--- src/rtl/inst_axi_bridge_if.sv ---
// Bus bundles for the instruction-fetch bridge: SRAM-like fetch port and AXI3 read channels.
// master = side that issues requests (fetch stage / bridge on AXI), slave = side that answers.
interface inst_sram_if;
    logic        inst_sram_req;
    logic        inst_sram_wr;
    logic [1:0]  inst_sram_size;
    logic [3:0]  inst_sram_wstrb;
    logic [31:0] inst_sram_addr;
    logic [31:0] inst_sram_wdata;
    logic        inst_sram_addr_ok;
    logic        inst_sram_data_ok;
    logic [31:0] inst_sram_rdata;

    modport master (
        output inst_sram_req, inst_sram_wr, inst_sram_size, inst_sram_wstrb,
               inst_sram_addr, inst_sram_wdata,
        input  inst_sram_addr_ok, inst_sram_data_ok, inst_sram_rdata
    );
    modport slave (
        input  inst_sram_req, inst_sram_wr, inst_sram_size, inst_sram_wstrb,
               inst_sram_addr, inst_sram_wdata,
        output inst_sram_addr_ok, inst_sram_data_ok, inst_sram_rdata
    );
endinterface

interface axi_rd_if;
    logic [3:0]  arid;
    logic [31:0] araddr;
    logic [7:0]  arlen;
    logic [2:0]  arsize;
    logic [1:0]  arburst;
    logic [1:0]  arlock;
    logic [3:0]  arcache;
    logic [2:0]  arprot;
    logic        arvalid;
    logic        arready;
    logic [3:0]  rid;
    logic [31:0] rdata;
    logic [1:0]  rresp;
    logic        rlast;
    logic        rvalid;
    logic        rready;

    modport master (
        output arid, araddr, arlen, arsize, arburst, arlock, arcache, arprot, arvalid, rready,
        input  arready, rid, rdata, rresp, rlast, rvalid
    );
    modport slave (
        input  arid, araddr, arlen, arsize, arburst, arlock, arcache, arprot, arvalid, rready,
        output arready, rid, rdata, rresp, rlast, rvalid
    );
endinterface

--- src/rtl/inst_axi_bridge.sv ---
// Instruction-side bridge: turns fetch-stage SRAM-like reads into single-beat AXI3 reads,
// returning words in request order with at most MAX_OUTSTANDING reads in flight.
module inst_axi_bridge #(
    parameter int unsigned MAX_OUTSTANDING = 2,
    parameter logic [3:0]  AXI_ARID        = 4'd0
) (
    input  logic       clk,
    input  logic       reset,
    inst_sram_if.slave sram,
    axi_rd_if.master   axi
);
    localparam logic [1:0] MAX_CNT = 2'(MAX_OUTSTANDING);

    typedef enum logic {AR_IDLE = 1'b0, AR_VALID = 1'b1} ar_state_e;

    ar_state_e   state, state_nxt;
    logic [1:0]  cnt;
    logic        accept;
    logic        r_hs;
    logic [31:0] araddr_q;
    logic [2:0]  arsize_q;
    logic        data_ok_q;
    logic [31:0] rdata_q;

    always_ff @(posedge clk) begin
        if (reset) state <= AR_IDLE;
        else       state <= state_nxt;
    end

    always_comb begin
        state_nxt = state;
        case (state)
            AR_IDLE:  if (accept)      state_nxt = AR_VALID;
            AR_VALID: if (axi.arready) state_nxt = AR_IDLE;
            default:                   state_nxt = AR_IDLE;
        endcase
    end

    // Accepts are only taken while no AR is pending, so at most one address is ever held.
    always_comb begin
        accept      = 1'b0;
        axi.arvalid = 1'b0;
        case (state)
            AR_IDLE:  accept = sram.inst_sram_req & ~sram.inst_sram_wr & (cnt < MAX_CNT);
            AR_VALID: axi.arvalid = 1'b1;
            default:  ;
        endcase
    end

    assign r_hs      = axi.rvalid & axi.rready;
    assign axi.rready = (cnt != 2'd0);

    // r_hs implies cnt != 0 and accept implies cnt < MAX, so neither direction can wrap.
    always_ff @(posedge clk) begin
        if (reset) begin
            cnt <= 2'd0;
        end else begin
            case ({accept, r_hs})
                2'b10:   cnt <= cnt + 2'd1;
                2'b01:   cnt <= cnt - 2'd1;
                default: cnt <= cnt;
            endcase
        end
    end

    always_ff @(posedge clk) begin
        if (reset) begin
            araddr_q <= 32'd0;
            arsize_q <= 3'd0;
        end else if (accept) begin
            araddr_q <= sram.inst_sram_addr;
            arsize_q <= {1'b0, sram.inst_sram_size};
        end
    end

    always_ff @(posedge clk) begin
        if (reset) begin
            data_ok_q <= 1'b0;
            rdata_q   <= 32'd0;
        end else begin
            data_ok_q <= r_hs;
            if (r_hs) rdata_q <= axi.rdata;
        end
    end

    assign sram.inst_sram_addr_ok = accept;
    assign sram.inst_sram_data_ok = data_ok_q;
    assign sram.inst_sram_rdata   = rdata_q;

    assign axi.arid    = AXI_ARID;
    assign axi.araddr  = araddr_q;
    assign axi.arlen   = 8'd0;
    assign axi.arsize  = arsize_q;
    assign axi.arburst = 2'b01;
    assign axi.arlock  = 2'b00;
    assign axi.arcache = 4'd0;
    assign axi.arprot  = 3'd0;

    // Response status and write-side fields carry no meaning for instruction fetch.
    logic unused_ok;
    assign unused_ok = ^{sram.inst_sram_wstrb, sram.inst_sram_wdata, axi.rid, axi.rresp, axi.rlast};
endmodule

--- src/flat_wrapper.sv ---
// flat-port wrapper written by rule: the top's interface ports become plain ports
module inst_axi_bridge_flat 
#(
    parameter int unsigned MAX_OUTSTANDING = 2,
    parameter logic [3:0]  AXI_ARID        = 4'd0
)
  (clk, reset, sram_inst_sram_req, sram_inst_sram_wr, sram_inst_sram_size, sram_inst_sram_wstrb, sram_inst_sram_addr, sram_inst_sram_wdata, sram_inst_sram_addr_ok, sram_inst_sram_data_ok, sram_inst_sram_rdata, axi_arid, axi_araddr, axi_arlen, axi_arsize, axi_arburst, axi_arlock, axi_arcache, axi_arprot, axi_arvalid, axi_rready, axi_arready, axi_rid, axi_rdata, axi_rresp, axi_rlast, axi_rvalid);
  inst_sram_if sram_i ();
  axi_rd_if axi_i ();
  input  logic clk;
  input  logic reset;
  input wire logic [$bits(sram_i.inst_sram_req)-1:0] sram_inst_sram_req;
  input wire logic [$bits(sram_i.inst_sram_wr)-1:0] sram_inst_sram_wr;
  input wire logic [$bits(sram_i.inst_sram_size)-1:0] sram_inst_sram_size;
  input wire logic [$bits(sram_i.inst_sram_wstrb)-1:0] sram_inst_sram_wstrb;
  input wire logic [$bits(sram_i.inst_sram_addr)-1:0] sram_inst_sram_addr;
  input wire logic [$bits(sram_i.inst_sram_wdata)-1:0] sram_inst_sram_wdata;
  output wire logic [$bits(sram_i.inst_sram_addr_ok)-1:0] sram_inst_sram_addr_ok;
  output wire logic [$bits(sram_i.inst_sram_data_ok)-1:0] sram_inst_sram_data_ok;
  output wire logic [$bits(sram_i.inst_sram_rdata)-1:0] sram_inst_sram_rdata;
  output wire logic [$bits(axi_i.arid)-1:0] axi_arid;
  output wire logic [$bits(axi_i.araddr)-1:0] axi_araddr;
  output wire logic [$bits(axi_i.arlen)-1:0] axi_arlen;
  output wire logic [$bits(axi_i.arsize)-1:0] axi_arsize;
  output wire logic [$bits(axi_i.arburst)-1:0] axi_arburst;
  output wire logic [$bits(axi_i.arlock)-1:0] axi_arlock;
  output wire logic [$bits(axi_i.arcache)-1:0] axi_arcache;
  output wire logic [$bits(axi_i.arprot)-1:0] axi_arprot;
  output wire logic [$bits(axi_i.arvalid)-1:0] axi_arvalid;
  output wire logic [$bits(axi_i.rready)-1:0] axi_rready;
  input wire logic [$bits(axi_i.arready)-1:0] axi_arready;
  input wire logic [$bits(axi_i.rid)-1:0] axi_rid;
  input wire logic [$bits(axi_i.rdata)-1:0] axi_rdata;
  input wire logic [$bits(axi_i.rresp)-1:0] axi_rresp;
  input wire logic [$bits(axi_i.rlast)-1:0] axi_rlast;
  input wire logic [$bits(axi_i.rvalid)-1:0] axi_rvalid;
  assign sram_i.inst_sram_req = sram_inst_sram_req;
  assign sram_i.inst_sram_wr = sram_inst_sram_wr;
  assign sram_i.inst_sram_size = sram_inst_sram_size;
  assign sram_i.inst_sram_wstrb = sram_inst_sram_wstrb;
  assign sram_i.inst_sram_addr = sram_inst_sram_addr;
  assign sram_i.inst_sram_wdata = sram_inst_sram_wdata;
  assign sram_inst_sram_addr_ok = sram_i.inst_sram_addr_ok;
  assign sram_inst_sram_data_ok = sram_i.inst_sram_data_ok;
  assign sram_inst_sram_rdata = sram_i.inst_sram_rdata;
  assign axi_arid = axi_i.arid;
  assign axi_araddr = axi_i.araddr;
  assign axi_arlen = axi_i.arlen;
  assign axi_arsize = axi_i.arsize;
  assign axi_arburst = axi_i.arburst;
  assign axi_arlock = axi_i.arlock;
  assign axi_arcache = axi_i.arcache;
  assign axi_arprot = axi_i.arprot;
  assign axi_arvalid = axi_i.arvalid;
  assign axi_rready = axi_i.rready;
  assign axi_i.arready = axi_arready;
  assign axi_i.rid = axi_rid;
  assign axi_i.rdata = axi_rdata;
  assign axi_i.rresp = axi_rresp;
  assign axi_i.rlast = axi_rlast;
  assign axi_i.rvalid = axi_rvalid;
  inst_axi_bridge #(.MAX_OUTSTANDING(MAX_OUTSTANDING), .AXI_ARID(AXI_ARID)) u_core (.clk(clk), .reset(reset), .sram(sram_i), .axi(axi_i));
endmodule
--- config.mk ---
export PLATFORM = sky130hd
export DESIGN_NAME = inst_axi_bridge_flat
export DESIGN_NICKNAME = d
export VERILOG_FILES = /design/src/rtl/inst_axi_bridge_if.sv /design/src/rtl/inst_axi_bridge.sv /design/src/flat_wrapper.sv
export SDC_FILE = /design/constraint.sdc
export NUM_CORES = 1
export LEC_CHECK = 0
export ABC_CLOCK_PERIOD_IN_PS = 4800
export BUFFER_PORTS_ARGS = -buffer_cell sky130_fd_sc_hd__buf_4
export CAP_MARGIN = 0
export CELL_PAD_IN_SITES_DETAIL_PLACEMENT = 1
export CELL_PAD_IN_SITES_GLOBAL_PLACEMENT = 2
export CORE_ASPECT_RATIO = 0.7
export CORE_MARGIN = 2
export CORE_UTILIZATION = 20
export CTS_CLUSTER_DIAMETER = 120
export DETAILED_ROUTE_END_ITERATION = 8
export HOLD_SLACK_MARGIN = 0.08
export PLACE_DENSITY = 0.92
export SLEW_MARGIN = 10
export SYNTH_ARGS = -nofsm -noshare
export SYNTH_HDL_FRONTEND = slang
export SYNTH_SLANG_ARGS = --single-unit
--- constraint.sdc ---
create_clock -name clk -period 4.8 [get_ports clk]
set_input_delay 0.96 -clock clk [delete_from_list [all_inputs] [get_ports clk]]
set_output_delay 0.96 -clock clk [all_outputs]
set_load 0.01 [all_outputs]
==> impl_metrics.ini, run 1 <==
[timing]
finalCritPeriodShare = 0.6929
hold_viol = 0
finalMaxSlewViolations = 0
fmax_ghz = 0.3007
setup_viol = 0
fin_hold_ws_ps = 454.0
tightest_slew_ps = 737.6
rsz0062_at_grt = no
fin_crit_ps = 3326
relSlewSlack = 0.5082
tns_ps = 0
worst_clock_skew_ps = 4.261

[clock_tree]
clk_pin_slew_ps = 50
cts_buffer_depth = 2
cts_tree = done
cts_resized = 0
clockRootBuffer = clkbuf_16
postCtsSetupBuffers = 0
ctsHoldBuffers = 0
worstSkewPairLatency_ps = 320
clock_sinks = 70
htreeDepth = 3
cts_buffers = 9

[synthesis]
yosysSeqAreaShare = 0.5341
synth_cell_types = 21
synthesis.area_sq_um = 2624
ys_seq_elements = 70
syn_avg_cell_area_sq_um = 7.951
syn_inst = 330
ys_warn_count = 0

[global_route]
grt_antenna_before_repair = 0
grt_pass1_wl_mm = 12.41
grt_max_degree = 71
overflow = 0
grt_use_total = 0.1114
grt_pass1_vias = 2518

[power_and_ir_drop]
p_seq_frac = 0.369
combPwrFrac = 0.240
p_leak_nw = 1.778
internal_power_w = 0.001376
peakVddDrop_v = 0.0001473
pwr-share-clk = 0.391
power_switching_w = 0.0005486
power_density_nw_per_um2 = 476.0
p_sw_frac = 0.2851

[finish]
drive_above_1_share = 0.3469
area_delta_synth_final_pct = 54.08
diodes = 0
layout.nets = 578
fill_cells = 1537
final_core_util = 0.3210

[detailed_routing]
wl_met2_mm = 3.696
drt_iter0_markers = 41
routed.top_layer = met4
wl_met3_um = 513
dr.pass1.iters = 4
totalWireLength_mm = 8.023
ant_nets = 0
num_vias = 2527
viasPerCell = 4.017
drc_errors = 0
drt-met1-wl_mm = 3.700
wl_per_cell_um = 12.76

[die]
die-area_sq_um = 14070
die_w_um = 140.9
start_util = 0.2084
die_height_um = 99.83
core_area_sq_um = 12590
pin_count = 209
rows = 34

[run]
drv_cap = 0

[outcome]
status = finished clean

[worst_setup_path]
cp-start-kind = primary input
cp-end-kind = primary output
cp_max_fo = 35
worstPathRequired_ps = 3840
path_class = primary input to primary output
crit_arrival_ps = 2370

[place]
dp_hpwl_mm = 5.822
io_buffers = 141
routabilityCongestion = 0.7519

[worst_hold_path]
hp-class = register to register
layout by cell type, fill, tap and decap left out, types with 2 or more instances in the layout:
cell        instances
buf_4             144
clkbuf_16           9
bufinv_16           3
clkinvlp_4          2
nand2_1           132
conb_1             24
nor2_1              2
dfxtp_1            70
a21oi_1            68
per-layer routing:
metal  vias to the layer above  GRT usage
met5                         -          0
met4                         0    0.04154
met3                         9    0.03865
met2                        77     0.1857
met1                      1178     0.1340
li1                       1263          -
power by group through the flow:
stage               sequential (W)  combinational [W]  clock (W)
floorplan                 0.000748           0.000229          0
global placement          0.000718           0.000457          0
detailed placement        0.000724           0.000472          0
CTS                       0.000712           0.000472   0.000781
global route              0.000722           0.000512   0.000804
finish                    0.000710           0.000461   0.000753
synthesized netlist by cell type (all sizes together):
library cell,n,area share
a21oi,68,0.13
buf,30,0.089
clkbuf,15,0.021
conb,2,0.0029
dfxtp,70,0.53
ha,1,0.0048
inv,2,0.0048
nand2,132,0.19
nand2b,1,0.0024
nor2,2,0.0029
o21ai,2,0.0038
or2,1,0.0024
or3,1,0.0024
or4b,1,0.0038
xnor2,1,0.0033
xor2,1,0.0033
final timing paths:
kind	from	to	slack, ps	depth (start not counted)
worst max-delay path	sram_inst_sram_wr	sram_inst_sram_addr_ok	1470	4
worst max register to register	u_core.cnt[1]	u_core.cnt[1]	2320	5
worst min register to register	u_core.axi.araddr[0]	u_core.axi.araddr[0]	450	2
worst min-delay path	u_core.axi.araddr[0]	u_core.axi.araddr[0]	450	2
flip-flops by register name (all words and copies together), names as in the netlist:
register and flops:
u_core.sram.inst_sram_data_ok 1, u_core.axi.arsize 2, u_core.sram.inst_sram_rdata 32, u_core.cnt 2
u_core.axi.araddr 32, u_core.state 1
cells by family (layout without fill, tap and decap cells):
logic type	count (synthesis)	in the layout	synth area share
AO/OA/AOI/OAI	70	70	0.1335
adder cells (fa/ha/maj)	1	1	0.004768
buffers and inverters	47	162	0.1154
AND/OR/NAND/NOR	138	138	0.2027
flip-flops	70	70	0.5341
XOR/XNOR	2	2	0.006677
other	2	24	0.002862
critical path, cell delays in order:
cell,delay [ps]
buf_4,100
or4b_1,760
inv_6,330
buf_4,180
layout make-up:
cell class | count | area, sq um | area share
Sequential cell | 70 | 1401 | 0.3466
Timing Repair Buffer | 144 | 1081 | 0.2674
Multi-Input combinational cell | 235 | 1006 | 0.2488
Clock buffer | 10 | 229.0 | 0.05664
Tap cell | 162 | 202.7 | 0.05014
Clock inverter | 6 | 110.1 | 0.02724
Inverter | 2 | 12.51 | 0.003095
stage by stage:
stage          cells  setup WS (ps)  cell area, sq um  power (W)
2_1_floorplan    352           2016              2706  0.0009771
3_3_place_gp     613           1435              3704   0.001175
3_5_place_dp     613           1443              3704   0.001196
4_1_cts          629           1438              4043   0.001964
5_1_grt          629           1373              4043   0.002038
6_report         629           1474              4043   0.001924
No activity file was read; power rests on OpenSTA's default activity.
==> run 2, diff against run 1 <==
--- a/config.mk
+++ b/config.mk
@@ -5,18 +5,18 @@
 export SDC_FILE = /design/constraint.sdc
 export NUM_CORES = 1
 export LEC_CHECK = 0
-export ABC_CLOCK_PERIOD_IN_PS = 4800
+export ABC_CLOCK_PERIOD_IN_PS = 3200
 export BUFFER_PORTS_ARGS = -buffer_cell sky130_fd_sc_hd__buf_4
 export CAP_MARGIN = 0
 export CELL_PAD_IN_SITES_DETAIL_PLACEMENT = 1
 export CELL_PAD_IN_SITES_GLOBAL_PLACEMENT = 2
 export CORE_ASPECT_RATIO = 0.7
 export CORE_MARGIN = 2
-export CORE_UTILIZATION = 20
+export CORE_UTILIZATION = 19
 export CTS_CLUSTER_DIAMETER = 120
 export DETAILED_ROUTE_END_ITERATION = 8
 export HOLD_SLACK_MARGIN = 0.08
-export PLACE_DENSITY = 0.92
+export PLACE_DENSITY = 0.88
 export SLEW_MARGIN = 10
 export SYNTH_ARGS = -nofsm -noshare
 export SYNTH_HDL_FRONTEND = slang
==> constraint.sdc (replaced) <==
create_clock -name clk -period 3.2 [get_ports clk]
set_input_delay 0.64 -clock clk [delete_from_list [all_inputs] [get_ports clk]]
set_output_delay 0.64 -clock clk [all_outputs]
set_load 0.01 [all_outputs]
==> impl_metrics.ini, run 2 (synthesis gave the netlist of run 1 again) <==
[outcome]
status = finished clean

[finish]
drive_above_1_share = 0.3448
register_area_sq_um = 1401
fill_cells = 1635
final_cell_mix = 144 x buf_4, 132 x nand2_1, 70 x dfxtp_1
fin_cells = 652
area_delta_synth_final_pct = 52.50
final_core_util = 0.3006
final_common_cell = buf_4
diodes = 0
multi_input_area_sq_um = 1006
layout.nets = 578

[run]
drv_cap = 0

[worst_setup_path]
cp_max_fo = 35
worstPathRequired_ps = 2560
path_class = primary input to primary output
cp-start-kind = primary input
cp-end-kind = primary output
crit_arrival_ps = 1820

[global_route]
grt_use_total = 0.1118
overflow = 0
grt_antenna_before_repair = 0
globalRouteMet1Util = 0.1310
use_met2 = 0.1834
grt_pass1_wl_mm = 12.75
grt_max_degree = 71
use_met3 = 0.05014
grt_pass1_vias = 2593
grt-busiest-layer = met2

[power_and_ir_drop]
p_seq_frac = 0.398
pwr-share-clk = 0.340
p_leak_nw = 1.752
power_switching_w = 0.0008321
combPwrFrac = 0.263
p_sw_frac = 0.3107
internal_power_w = 0.001846
peakVddDrop_v = 0.0002439
power_density_nw_per_um2 = 669.4

[clock_tree]
cts_tree = done
ctsHoldBuffers = 0
clk_pin_slew_ps = 50
postCtsSetupBuffers = 0
clockRootBuffer = clkbuf_16
cts_resized = 0
cts_buffer_depth = 2
htreeDepth = 3
worstSkewPairLatency_ps = 330
clock_sinks = 70
cts_buffers = 9

[place]
io_buffers = 141
routabilityCongestion = 0.6707
dpl.cell_count = 636
dp_slack_ps = 716.8
dp_hpwl_mm = 6.007

[detailed_routing]
dr.pass1.iters = 4
drc_errors = 0
drt_iter0_markers = 55
ant_nets = 0
viasPerCell = 3.934
wl_per_cell_um = 12.95
num_vias = 2565
totalWireLength_mm = 8.443

[timing]
relSlewSlack = 0.4955
hold_viol = 0
fin_crit_ps = 2455
setup_ws_ps = 744.6
fmax_ghz = 0.4073
finalCritPeriodShare = 0.7673
tightest_slew_ps = 756.8
tns_ps = 0
rsz0062_at_grt = no
worst_clock_skew_ps = 4.196
setup_viol = 0
finalMaxSlewViolations = 0
fin_hold_ws_ps = 452.9

[die]
core_area_sq_um = 13310
die_w_um = 144.5
rows = 35
pin_count = 209
start_util = 0.1971
die-area_sq_um = 14780
die_height_um = 102.3

[worst_hold_path]
hp-class = register to register
==> run 2: path summary, 6_finish.rpt <==
kind | startpoint | to | slack (ps) | cells past startpoint
min | u_core.axi.araddr[28] | u_core.axi.araddr[28] | 450 | 2
max | sram_inst_sram_wr | sram_inst_sram_addr_ok | 740 | 4
min reg2reg | u_core.axi.araddr[28] | u_core.axi.araddr[28] | 450 | 2
max reg2reg | u_core.cnt[1] | u_core.cnt[1] | 1220 | 4
==> run 2: power groups by stage <==
stage               combinational [W]  sequential (W)  clock (W)
CTS                          0.000724         0.00107   0.000951
global placement             0.000693         0.00108          0
floorplan                    0.000343         0.00112          0
global route                 0.000791         0.00108   0.000989
detailed placement           0.000723         0.00109          0
finish                       0.000703         0.00107   0.000910
==> run 2: routing by layer <==
layer | wire (um) | vias to the layer above
met5 | 0 | -
met4 | 79 | 0
li1 | - | 1263
met2 | 3937 | 97
met3 | 789 | 9
met1 | 3637 | 1196
==> run 2: layout make-up <==
cell class | instances | share of cell area
Sequential cell | 70 | 0.3502
Timing Repair Buffer | 144 | 0.2702
Multi-Input combinational cell | 235 | 0.2514
Clock buffer | 12 | 0.06160
Tap cell | 185 | 0.05785
Clock inverter | 4 | 0.005629
Inverter | 2 | 0.003127
==> run 2: per-stage QoR <==
step / total power, W / instance area [sq um]
finish: 0.002679 / 4001
global route: 0.002863 / 4001
global placement: 0.001770 / 3732
detailed placement: 0.001809 / 3732
CTS: 0.002743 / 4001
floorplan: 0.001466 / 2706
==> run 2: worst max-delay path, cell delays in order <==
cell    delay, ps
buf_4         100
or4b_1        620
inv_6         270
buf_4         180
==> run 3, diff against run 2 <==
--- a/config.mk
+++ b/config.mk
@@ -5,18 +5,18 @@
 export SDC_FILE = /design/constraint.sdc
 export NUM_CORES = 1
 export LEC_CHECK = 0
-export ABC_CLOCK_PERIOD_IN_PS = 3200
+export ABC_CLOCK_PERIOD_IN_PS = 2200
 export BUFFER_PORTS_ARGS = -buffer_cell sky130_fd_sc_hd__buf_4
 export CAP_MARGIN = 0
 export CELL_PAD_IN_SITES_DETAIL_PLACEMENT = 1
 export CELL_PAD_IN_SITES_GLOBAL_PLACEMENT = 2
 export CORE_ASPECT_RATIO = 0.7
 export CORE_MARGIN = 2
-export CORE_UTILIZATION = 19
+export CORE_UTILIZATION = 17
 export CTS_CLUSTER_DIAMETER = 120
 export DETAILED_ROUTE_END_ITERATION = 8
 export HOLD_SLACK_MARGIN = 0.08
-export PLACE_DENSITY = 0.88
+export PLACE_DENSITY = 0.84
 export SLEW_MARGIN = 10
 export SYNTH_ARGS = -nofsm -noshare
 export SYNTH_HDL_FRONTEND = slang
==> constraint.sdc (replaced) <==
create_clock -name clk -period 2.2 [get_ports clk]
set_input_delay 0.44 -clock clk [delete_from_list [all_inputs] [get_ports clk]]
set_output_delay 0.44 -clock clk [all_outputs]
set_load 0.01 [all_outputs]
==> impl_metrics.ini, run 3 (synthesis gave the netlist of run 1 again) <==
[global_route]
grt_antenna_before_repair = 0
overflow = 0
grt_pass1_vias = 2711
grt_pass1_wl_mm = 13.72
grt_max_degree = 71
grt_use_total = 0.1058

[detailed_routing]
drc_errors = 0
dr.pass1.iters = 4
num_vias = 2591
totalWireLength_mm = 8.611
viasPerCell = 3.902
drt_iter0_markers = 65
ant_nets = 0
wl_per_cell_um = 12.97

[timing]
hold_viol = 0
setup_viol = 0
relSlewSlack = 0.4812
tightest_slew_ps = 778.2
fin_crit_ps = 2104
fmax_ghz = 0.4754
rsz0062_at_grt = no
tns_ps = 0
worst_clock_skew_ps = 4.702
finalMaxSlewViolations = 0
finalCritPeriodShare = 0.9562

[finish]
final_common_cell = buf_4
diodes = 0
fill_cells = 1792
area_delta_synth_final_pct = 55.17
final_cell_mix = 146 x buf_4, 132 x nand2_1, 70 x dfxtp_1
final_core_util = 0.2731
drive_above_1_share = 0.3539
layout.nets = 580
fin_cells = 664
final_cell_area_sq_um = 4071

[worst_setup_path]
reg2reg_depth = 4
crit_chain = or4b_4 > buf_4 > inv_6 > buf_4
crit_start = u_core.cnt[1]
r2r_slack_ps = 370
critPathMostFrequentCell = buf_4
slowest_delay_ps = 560
cp-start-kind = register
cp_max_fo = 15
r2r-start = u_core.cnt[1]
reg2reg_to = u_core.cnt[1]
path_class = register to primary output
cpMaxStageDelayCell = or4b_4
worstPathRequired_ps = 1760
cp-end-kind = primary output
crit_arrival_ps = 1660

[clock_tree]
ctsHoldBuffers = 0
clockRootBuffer = clkbuf_16
worstSkewPairLatency_ps = 340
htreeDepth = 3
clk_pin_slew_ps = 60
cts_buffer_depth = 2
clock_sinks = 70
cts_tree = done
cts_buffers = 9

[place]
placed_cell_area_sq_um = 3760
routabilityCongestion = 0.6996
io_buffers = 141
dpl.cell_count = 648
dp_hpwl_mm = 6.186

[die]
start_util = 0.1760
core_area_sq_um = 14910
pin_count = 209
die_height_um = 107.9
rows = 37
die_w_um = 152.5
die-area_sq_um = 16460

[worst_hold_path]
hp-class = primary input to register
min_from = axi_rdata[23]
holdPathEnd = u_core.sram.inst_sram_rdata[23]
whs_path_depth = 3

[outcome]
status = finished clean

[power_and_ir_drop]
p_leak_nw = 1.780
power_density_nw_per_um2 = 1003
peakVddDrop_v = 0.0003216
report.power.total_w = 0.004083

[run]
drv_cap = 0
-- run 3: how the worst max path moves through the flow --
| stage | endpoint | slack [ps] | depth (start not counted) |
|---|---|---|---|
| 2_1_floorplan | u_core.cnt[1] | 80 | 6 |
| 3_3_place_gp | u_core.cnt[1] | 160 | 5 |
| 3_5_place_dp | u_core.cnt[1] | 140 | 5 |
| 4_1_cts | sram_inst_sram_addr_ok | 20 | 4 |
| 5_1_grt | sram_inst_sram_addr_ok | 10 | 4 |
| 6_report | sram_inst_sram_addr_ok | 100 | 4 |
-- run 3: what timing repair did --
action                                 CTS  global route
endpoints found under the hold margin    0             0
setup endpoints to repair                0             1
setup buffers                            0             0
gates resized for setup                  0             1
-- run 3: final cells by class --
| class | count | area (sq um) | share of cell area |
|---|---|---|---|
| clock buffers | 10 | 239.0 | 0.05870 |
| clock inverters | 6 | 68.82 | 0.01690 |
| inverters | 2 | 12.51 | 0.003073 |
| multi-input cells | 235 | 1010 | 0.2480 |
| flip-flops and latches | 70 | 1401 | 0.3442 |
| well taps | 195 | 244.0 | 0.05993 |
| repair buffers | 146 | 1096 | 0.2692 |
-- run 3: per-stage QoR --
stage | worst slack, ps | hold WS, ps
CTS | 18.66 | 330.0
finish | 96.33 | 344.5
global route | 12.18 | 338.4
detailed placement | 144.8 | 449.5
global placement | 158.4 | 444.1
floorplan | 75.93 | 474.3
-- run 3: where the power goes --
group          switching (W)  internal, W  total (W)  leakage (nW)
clock network       0.000587     0.000916    0.00150         0.149
logic               0.000571     0.000461    0.00103          1.06
registers           0.000104      0.00144    0.00155         0.570
total                0.00126      0.00282    0.00408          1.78
-- run 3: per-layer routing --
layer / track usage / up-vias / part of all wire
li1: - / 1267 / -
met2: 0.1757 / 87 / 0.48
met4: 0.04563 / 0 / 0.020
met1: 0.1207 / 1225 / 0.43
met5: 0 / - / 0
met3: 0.04529 / 12 / 0.079
-- run 3: worst max-delay path: cells and delay by family (launching register included) --
family,cells,cell delay (ps)
DFF,1,350
and+or+nand+nor,1,560
buffers and inverters,3,420
